--- src/rtl/adding_machine_controller_pkg.sv ---
// Shared definitions for the adding-machine control unit: opcodes, FSM states
// and a classification helper used by the controller.
package adding_machine_controller_pkg;

  localparam logic [1:0] OP_LDA = 2'b00;
  localparam logic [1:0] OP_STA = 2'b01;
  localparam logic [1:0] OP_ADD = 2'b10;
  localparam logic [1:0] OP_JMP = 2'b11;

  // ERR carries the 4th bit; its low three bits read 7 on the debug port,
  // distinguished from JMP by bus_error.
  typedef enum logic [3:0] {
    ST_RST    = 4'd0,
    ST_IDLE   = 4'd1,
    ST_FETCH  = 4'd2,
    ST_DECODE = 4'd3,
    ST_LDA    = 4'd4,
    ST_STA    = 4'd5,
    ST_ADD    = 4'd6,
    ST_JMP    = 4'd7,
    ST_ERR    = 4'd15
  } am_state_e;

  // States that hold a memory request open and may wait on mem_ready.
  function automatic logic is_mem_state(am_state_e s);
    return (s == ST_FETCH) || (s == ST_LDA) || (s == ST_STA) || (s == ST_ADD);
  endfunction

endpackage

--- src/rtl/adding_machine_controller_wait_timer.sv ---
// Memory wait counter with timeout compare. expired is asserted during the
// wait cycle that brings the count up to TIMEOUT, so the owner can leave for
// its fault state on the following edge. TIMEOUT = 0 disables expiry.
module am_wait_timer #(
  parameter int unsigned TIMEOUT = 16,
  parameter int unsigned CNT_W   = 5
) (
  input  logic clk,
  input  logic reset,
  input  logic clr,
  input  logic en,
  output logic expired
);

  localparam logic [CNT_W-1:0] LIMIT = (TIMEOUT == 0) ? '0 : CNT_W'(TIMEOUT - 1);
  localparam logic             ARMED = (TIMEOUT != 0);

  logic [CNT_W-1:0] cnt_q;
  logic [CNT_W-1:0] cnt_d;

  // Count register.
  always_ff @(posedge clk) begin
    if (reset) cnt_q <= '0;
    else       cnt_q <= cnt_d;
  end

  // Clear wins over count so a completing handshake never leaves residue.
  always_comb begin
    cnt_d = cnt_q;
    if (clr)     cnt_d = '0;
    else if (en) cnt_d = cnt_q + 1'b1;
  end

  assign expired = ARMED && en && (cnt_q == LIMIT);

endmodule

--- src/rtl/adding_machine_controller.sv ---
// Control unit for the adding-machine datapath: sequences fetch/decode/execute
// for the 4-instruction ISA and handshakes memory with a bounded wait.
module adding_machine_controller
  import adding_machine_controller_pkg::*;
#(
  parameter int unsigned TIMEOUT = 16,
  parameter int unsigned CNT_W   = 5
) (
  input  logic       clk,
  input  logic       reset,
  input  logic [1:0] op_code,
  input  logic       mem_ready,
  input  logic       halt,
  output logic       ir_on_adr,
  output logic       pc_on_adr,
  output logic       ld_ir,
  output logic       ld_ac,
  output logic       ld_pc,
  output logic       inc_pc,
  output logic       clr_pc,
  output logic       pass_add,
  output logic       rd_mem,
  output logic       wr_mem,
  output logic       instr_done,
  output logic       bus_error,
  output logic [2:0] state
);

  am_state_e state_q;
  am_state_e state_d;
  logic      in_mem;
  logic      timer_expired;

  assign in_mem = is_mem_state(state_q);

  // Leaving a non-memory state always passes through clr, which covers the
  // "clear on entry" rule without tracking transitions explicitly.
  am_wait_timer #(
    .TIMEOUT (TIMEOUT),
    .CNT_W   (CNT_W)
  ) u_wait_timer (
    .clk     (clk),
    .reset   (reset),
    .clr     (!in_mem || mem_ready),
    .en      (in_mem && !mem_ready),
    .expired (timer_expired)
  );

  // State register.
  always_ff @(posedge clk) begin
    if (reset) state_q <= ST_RST;
    else       state_q <= state_d;
  end

  // Next-state: halt is only looked at on RST exit and on retire.
  always_comb begin
    state_d = state_q;
    unique case (state_q)
      ST_RST:    state_d = halt ? ST_IDLE : ST_FETCH;
      ST_IDLE:   if (!halt) state_d = ST_FETCH;
      ST_FETCH: begin
        if (mem_ready)          state_d = ST_DECODE;
        else if (timer_expired) state_d = ST_ERR;
      end
      ST_DECODE: begin
        unique case (op_code)
          OP_LDA:  state_d = ST_LDA;
          OP_STA:  state_d = ST_STA;
          OP_ADD:  state_d = ST_ADD;
          default: state_d = ST_JMP;
        endcase
      end
      ST_LDA, ST_STA, ST_ADD: begin
        if (mem_ready)          state_d = halt ? ST_IDLE : ST_FETCH;
        else if (timer_expired) state_d = ST_ERR;
      end
      ST_JMP:    state_d = halt ? ST_IDLE : ST_FETCH;
      ST_ERR:    state_d = ST_ERR;
      default:   state_d = ST_ERR;
    endcase
  end

  // Output decode from state, with load strobes qualified by mem_ready.
  always_comb begin
    ir_on_adr  = 1'b0;
    pc_on_adr  = 1'b0;
    ld_ir      = 1'b0;
    ld_ac      = 1'b0;
    ld_pc      = 1'b0;
    inc_pc     = 1'b0;
    clr_pc     = 1'b0;
    pass_add   = 1'b0;
    rd_mem     = 1'b0;
    wr_mem     = 1'b0;
    instr_done = 1'b0;
    bus_error  = 1'b0;
    unique case (state_q)
      ST_RST:    clr_pc = 1'b1;
      ST_IDLE:   ;
      ST_FETCH: begin
        pc_on_adr = 1'b1;
        rd_mem    = 1'b1;
        ld_ir     = mem_ready;
        inc_pc    = mem_ready;
      end
      ST_DECODE: ir_on_adr = 1'b1;
      ST_LDA: begin
        ir_on_adr  = 1'b1;
        rd_mem     = 1'b1;
        ld_ac      = mem_ready;
        instr_done = mem_ready;
      end
      ST_STA: begin
        ir_on_adr  = 1'b1;
        wr_mem     = 1'b1;
        instr_done = mem_ready;
      end
      ST_ADD: begin
        ir_on_adr  = 1'b1;
        rd_mem     = 1'b1;
        pass_add   = 1'b1;
        ld_ac      = mem_ready;
        instr_done = mem_ready;
      end
      ST_JMP: begin
        ld_pc      = 1'b1;
        instr_done = 1'b1;
      end
      ST_ERR:    bus_error = 1'b1;
      default:   bus_error = 1'b1;
    endcase
  end

  assign state = state_q[2:0];

endmodule

--- config.mk ---
export PLATFORM = sky130hd
export DESIGN_NAME = adding_machine_controller
export DESIGN_NICKNAME = d
export VERILOG_FILES = /design/src/rtl/adding_machine_controller_pkg.sv /design/src/rtl/adding_machine_controller_wait_timer.sv /design/src/rtl/adding_machine_controller.sv
export SDC_FILE = /design/constraint.sdc
export NUM_CORES = 1
export LEC_CHECK = 0
export ABC_CLOCK_PERIOD_IN_PS = 1800
export CELL_PAD_IN_SITES_DETAIL_PLACEMENT = 2
export CELL_PAD_IN_SITES_GLOBAL_PLACEMENT = 2
export CORE_ASPECT_RATIO = 0.7
export CORE_UTILIZATION = 22
export DETAILED_ROUTE_END_ITERATION = 10
export PLACE_DENSITY_LB_ADDON = 0.3
export SLEW_MARGIN = 25
export SYNTH_ARGS = -nofsm -noshare
export SYNTH_HDL_FRONTEND = slang
export SYNTH_SLANG_ARGS = --single-unit
--- constraint.sdc ---
create_clock -name clk -period 1.8 [get_ports clk]
set_clock_uncertainty 0.15 [all_clocks]
set_input_delay 0.36 -clock clk [delete_from_list [all_inputs] [get_ports clk]]
set_output_delay 0.36 -clock clk [all_outputs]
set_load 0.02 [all_outputs]
Word level (Yosys, flattened, before mapping)
Index checks and enable logic that the tools add are counted.

Shifts and indexed selects: 0. Order comparisons: 0. Multiplexer cells: 18. Bitwise operators: 0. Div/mod/pow operators: 0. Multipliers: 0. $add $sub $neg: 1. Reduce and logical (&&, ||, !) cells: 17. Equality and inequality tests: 11.

Operator list (count): case mux 4 bit (5 select lines) (1); equality test 4 x 3 -> 1 bit, second input constant (4); two-way mux 4 bit (4); two-way mux 1 bit (10); equality test 4 x 2 -> 1 bit, second input constant (2); OR reduction 8 bit (1); case mux 2 bit (3 select lines) (1); OR reduction 2 bit (3); OR reduction 3 bit (2); adder 5 x 1 -> 5 bit, second input constant (1); equality test 5 x 4 -> 1 bit, second input constant (1); equality test 4 x 1 -> 1 bit, second input constant (1); logical NOT 4 bit (1); logical OR 1 bit (4); OR reduction 4 bit (1); equality test 2 x 1 -> 1 bit, second input constant (1); equality test 2 bit, second input constant (1); logical AND 1 bit (2); logical NOT 1 bit (2); logical NOT 2 bit (1); two-way mux 2 bit (1); inequality test 2 bit, second input constant (1); case mux 1 bit (2 select lines) (1).

Logic and storage cells: 49. Bits in latches: 0. Bits of input ports: 6. Flip-flop bits (word level): 9. Memories kept: 0. Output and inout port bits: 15. Bits in read-only memories: 0. RAM bits: 0.

Logic depth before layout (Yosys ltp)
Depth after elaboration: 9. Gate-level depth with buffers: 6. Depth with buffers taken out: 6.

Hierarchy
From an unflattened synthesis, not the netlist that was laid out.

Cells, all modules: 80. Area, all modules: 686.9 sq um.

Modules (own cells, without submodules): adding_machine_controller (seq. area each 80.1 sq um, cells each 56, instances 1, area each 406.6 sq um); am_wait_timer (seq. area each 100.1 sq um, cells each 24, instances 1, area each 280.3 sq um).

Worst setup path before layout
OpenSTA, ideal clock, no wires.

Kind: register to output. Start: register state_q[1]. End: output port ld_ir. Cell stages (with the launch flop): 5. Setup slack: -0.267 ns. Data required time: 1.290 ns. Data arrival time: 1.557 ns. Path buffers: 2. Cell sequence: dfxtp_1 > buf_4 > nor4b_2 > and2_1 > buf_4.

Word-level cells in the longest chain between the ends: 2.

Ends and longest elaborated chain: start, declared (line adding_machine_controller.sv:29) `am_state_e state_q;`; start signal, assigned (line adding_machine_controller.sv:52) `else state_q <= state_d;`; equality test 4 x 2 -> 1 bit; two-way mux 1 bit; end, declared (line adding_machine_controller.sv:16) `output logic ld_ir,`.

No other way between the ends.

Final worst setup path
Start: register u_wait_timer.cnt_q[0]. End: register state_q[1].

Word-level cells in the longest chain between the ends: 5. Elaborated cells on any way between the ends: 6. Those cells by class: eq/ne (1); mux (4); reduce/logical (1).

Ends and longest elaborated chain: start, declared (line adding_machine_controller_wait_timer.sv:18) `logic [CNT_W-1:0] cnt_q;`; start signal, assigned (line adding_machine_controller_wait_timer.sv:24) `else cnt_q <= cnt_d;`; equality test 5 x 4 -> 1 bit * (line adding_machine_controller_wait_timer.sv:34) `assign expired = ARMED && en && (cnt_q == LIMIT);`; logical AND 1 bit * (line adding_machine_controller_wait_timer.sv:34); two-way mux 4 bit *; two-way mux 4 bit, on equally long branches; case mux 4 bit (5 select lines) *.

Every way passes the cells marked *; elsewhere a longest branch is shown, timed or not. A chain may end at the register's enable or synchronous reset.

==> impl_metrics.env <==
export IMPL_hpwl_mm=1.78
export IMPL_syn_avg_cell_area_sq_um=8.27
export IMPL_placed_cells=141
export IMPL_critPathKind="flip-flop to flip-flop"
export IMPL_p_switching_mw=0.366
export IMPL_ios=21
export IMPL_fp_row_count=15
export IMPL_wl_per_cell_um=16.4
export IMPL_synth_compound_area_share_pct=19.6
export IMPL_drtPass1Iterations=3
export IMPL_fin_crit_sh_pct=96.7
export IMPL_final_setup_viol_count=0
export IMPL_seq_area_frac_synth_pct=28.3
export IMPL_multiInputGateArea_sq_um=419
export IMPL_cts_root_buf="clkbuf_8"
export IMPL_synth_ff_type="dfxtp_1"
export IMPL_fin_cells=145
export IMPL_antenna_found_initial=0
export IMPL_pwr_share_seq_pct=26.4
export IMPL_die_h_um=47.0
export IMPL_synthCells=77
export IMPL_core_area_sq_um=2590
export IMPL_grt_pass1_vias=759
export IMPL_cts_hold_buf=0
export IMPL_crit_path_start_kind="flip-flop"
export IMPL_initial_core_util_pct=24.6
export IMPL_dieArea_sq_um=3120
export IMPL_drtAntennaViolNets=0
export IMPL_synthAdderAreaFrac_pct=3.93
export IMPL_whs_ns=0.354
export IMPL_final_cell_mix="buf_4 (21), nor2_1 (9), buf_2 (7)"
export IMPL_power_density_nw_per_um2=964
export IMPL_period_minus_slack_ns=1.74
export IMPL_final_common_cell="buf_4"
export IMPL_routed_wl_mm=2.38
export IMPL_synth_top_family_by_area="simple AND/OR/NAND/NOR gates"
export IMPL_globalplace_congestion=0.789
export IMPL_h_tree_depth=1
export IMPL_fmax_mhz=574
export IMPL_clockPowerShare_pct=23.6
export IMPL_grt_pass1_wl_mm=3.87
export IMPL_p_comb_share_pct=50.0
export IMPL_syn_area_sq_um=637
export IMPL_synth_seq_cells=9
export IMPL_syn2layout_area_growth_pct=60.9
export IMPL_drive_gt1_share_pct=45.0
export IMPL_synth_nets=85
export IMPL_numClockSinks=9
export IMPL_hold_viol=0
export IMPL_holdCritPathClass="flip-flop to flip-flop"
export IMPL_num_vias=686
export IMPL_worst_slew_pin_slew_ns=0.291
export IMPL_clkLatencyLatePin_ns=0.23
export IMPL_slew_headroom_pct=80.4
export IMPL_drv_cap=0
export IMPL_cts_made_buffers=3
export IMPL_leakagePower_nw=0.473
export IMPL_synth_edf_count=0
export IMPL_grt_overflow=0
export IMPL_status="finished clean"
export IMPL_slew_viol_final=0
export IMPL_cp_end_kind="flip-flop"
export IMPL_arrival_ns=1.71
export IMPL_vdd_drop_max_mv=0.316
export IMPL_ys_types=37
export IMPL_switching_share_pct=37.0
export IMPL_synth_xor_area_share_pct=4.13
export IMPL_die_w_um=66.3
export IMPL_crit_path_max_fanout=4
export IMPL_grt_max_degree=13
export IMPL_yosysWarnings=0
export IMPL_tns_ns=0
export IMPL_vias_per_cell=4.73
export IMPL_numPortBuffers=20
export IMPL_tritoncts="done"
export IMPL_diodes=0
export IMPL_seq_area_sq_um=190
export IMPL_fillerInstances=298
export IMPL_final_net_count=120
export IMPL_drc=0
export IMPL_clock_path_buffers=2
export IMPL_synthMuxAreaShare_pct=1.77
export IMPL_synthSimpleGateAreaFrac_pct=29.1
export IMPL_async_reset_ff_share_pct=0
export IMPL_grt_usage_pct=17.4
export IMPL_cp_required_ns=1.77
export IMPL_initialDrtViolationCount=12
export IMPL_clk_pin_slew_worst_paths_ns=0.05
export IMPL_p_int_mw=0.622
## metal layers
layer	global-route usage [%]	vias up	part of all wire [%]
li1	-	335	-
met1	19.0	338	45
met2	36.1	11	52
met3	2.91	2	2.4
met4	3.83	0	0.59
met5	0	-	0
## cell families (layout without fill, tap and decap cells)
logic type | after synthesis | in the layout
AOI/OAI and AO/OA | 17 | 17
muxes | 1 | 1
DFF | 9 | 9
buffers and inverters | 14 | 48
adders and majority gates | 2 | 2
xor gates and xnor gates | 3 | 3
and+or+nand+nor | 31 | 31
## power by group through the flow
stage / registers (mW) / logic (mW) / clock network (mW)
floorplan: 0.240 / 0.308 / 0
global placement: 0.256 / 0.498 / 0
detailed placement: 0.259 / 0.521 / 0
CTS: 0.261 / 0.488 / 0.238
global route: 0.264 / 0.530 / 0.248
finish: 0.261 / 0.494 / 0.233
## synth_stat cells (2+ instances only)
cell / n / area share [%]
a21oi_1: 4 / 3.1
a31oi_1: 2 / 2.0
and2_1: 2 / 2.0
and3_1: 3 / 2.9
buf_2: 4 / 3.1
buf_4: 5 / 5.9
dfxtp_1: 9 / 28
ha_1: 2 / 3.9
inv_1: 3 / 1.8
nand2b_1: 3 / 2.9
nor2_1: 9 / 5.3
nor2b_1: 3 / 2.9
nor3_1: 3 / 2.4
xnor2_1: 2 / 2.8
## layout make-up
cell class                      count  area share, %
Timing Repair Buffer               41           30.9
Clock buffer                        4           4.40
Multi-Input combinational cell     54           40.9
Sequential cell                     9           18.6
Inverter                            3           1.10
Tap cell                           34           4.15
## critical path, cell delays in order, from the launching register on
cell,delay [ns]
dfxtp_1,0.33
ha_2,0.21
and3_1,0.18
ha_2,0.19
a311oi_1,0.31
a211oi_2,0.09
a21o_1,0.16
## flip-flops by register name, summed over array words and instances, names as in the netlist
signal and count:
state_q 4, u_wait_timer.cnt_q 5
## metrics by stage
stage	setup slack, ns	area [sq um]	total power, mW	util, %
after floorplan	-0.0271	661	0.548	-
after global placement	-0.490	1000	0.754	38.6
after detailed placement	-0.566	1000	0.779	38.6
after CTS	0.00148	1040	0.988	40.0
after global routing	-0.00588	1020	1.04	39.6
final	0.0591	1020	0.988	39.6
## path summary, 6_finish.rpt
path,start,endpoint,slack (ns),cells past startpoint
setup / recovery,u_wait_timer.cnt_q[0],state_q[1],0.06,6
hold reg to reg,u_wait_timer.cnt_q[0],u_wait_timer.cnt_q[0],0.35,1
hold / removal,u_wait_timer.cnt_q[0],u_wait_timer.cnt_q[0],0.35,1
setup reg to reg,u_wait_timer.cnt_q[0],state_q[1],0.06,6
## what timing repair did
item | in CTS | in global routing
pin swaps | 1 | 1
gates resized for setup | 52 | 9
endpoints found under the hold margin | 0 | 0
buffers inserted | 0 | 0
endpoints found under the setup margin | 17 | 7
Note: power is estimated with default switching activity, not from simulation.
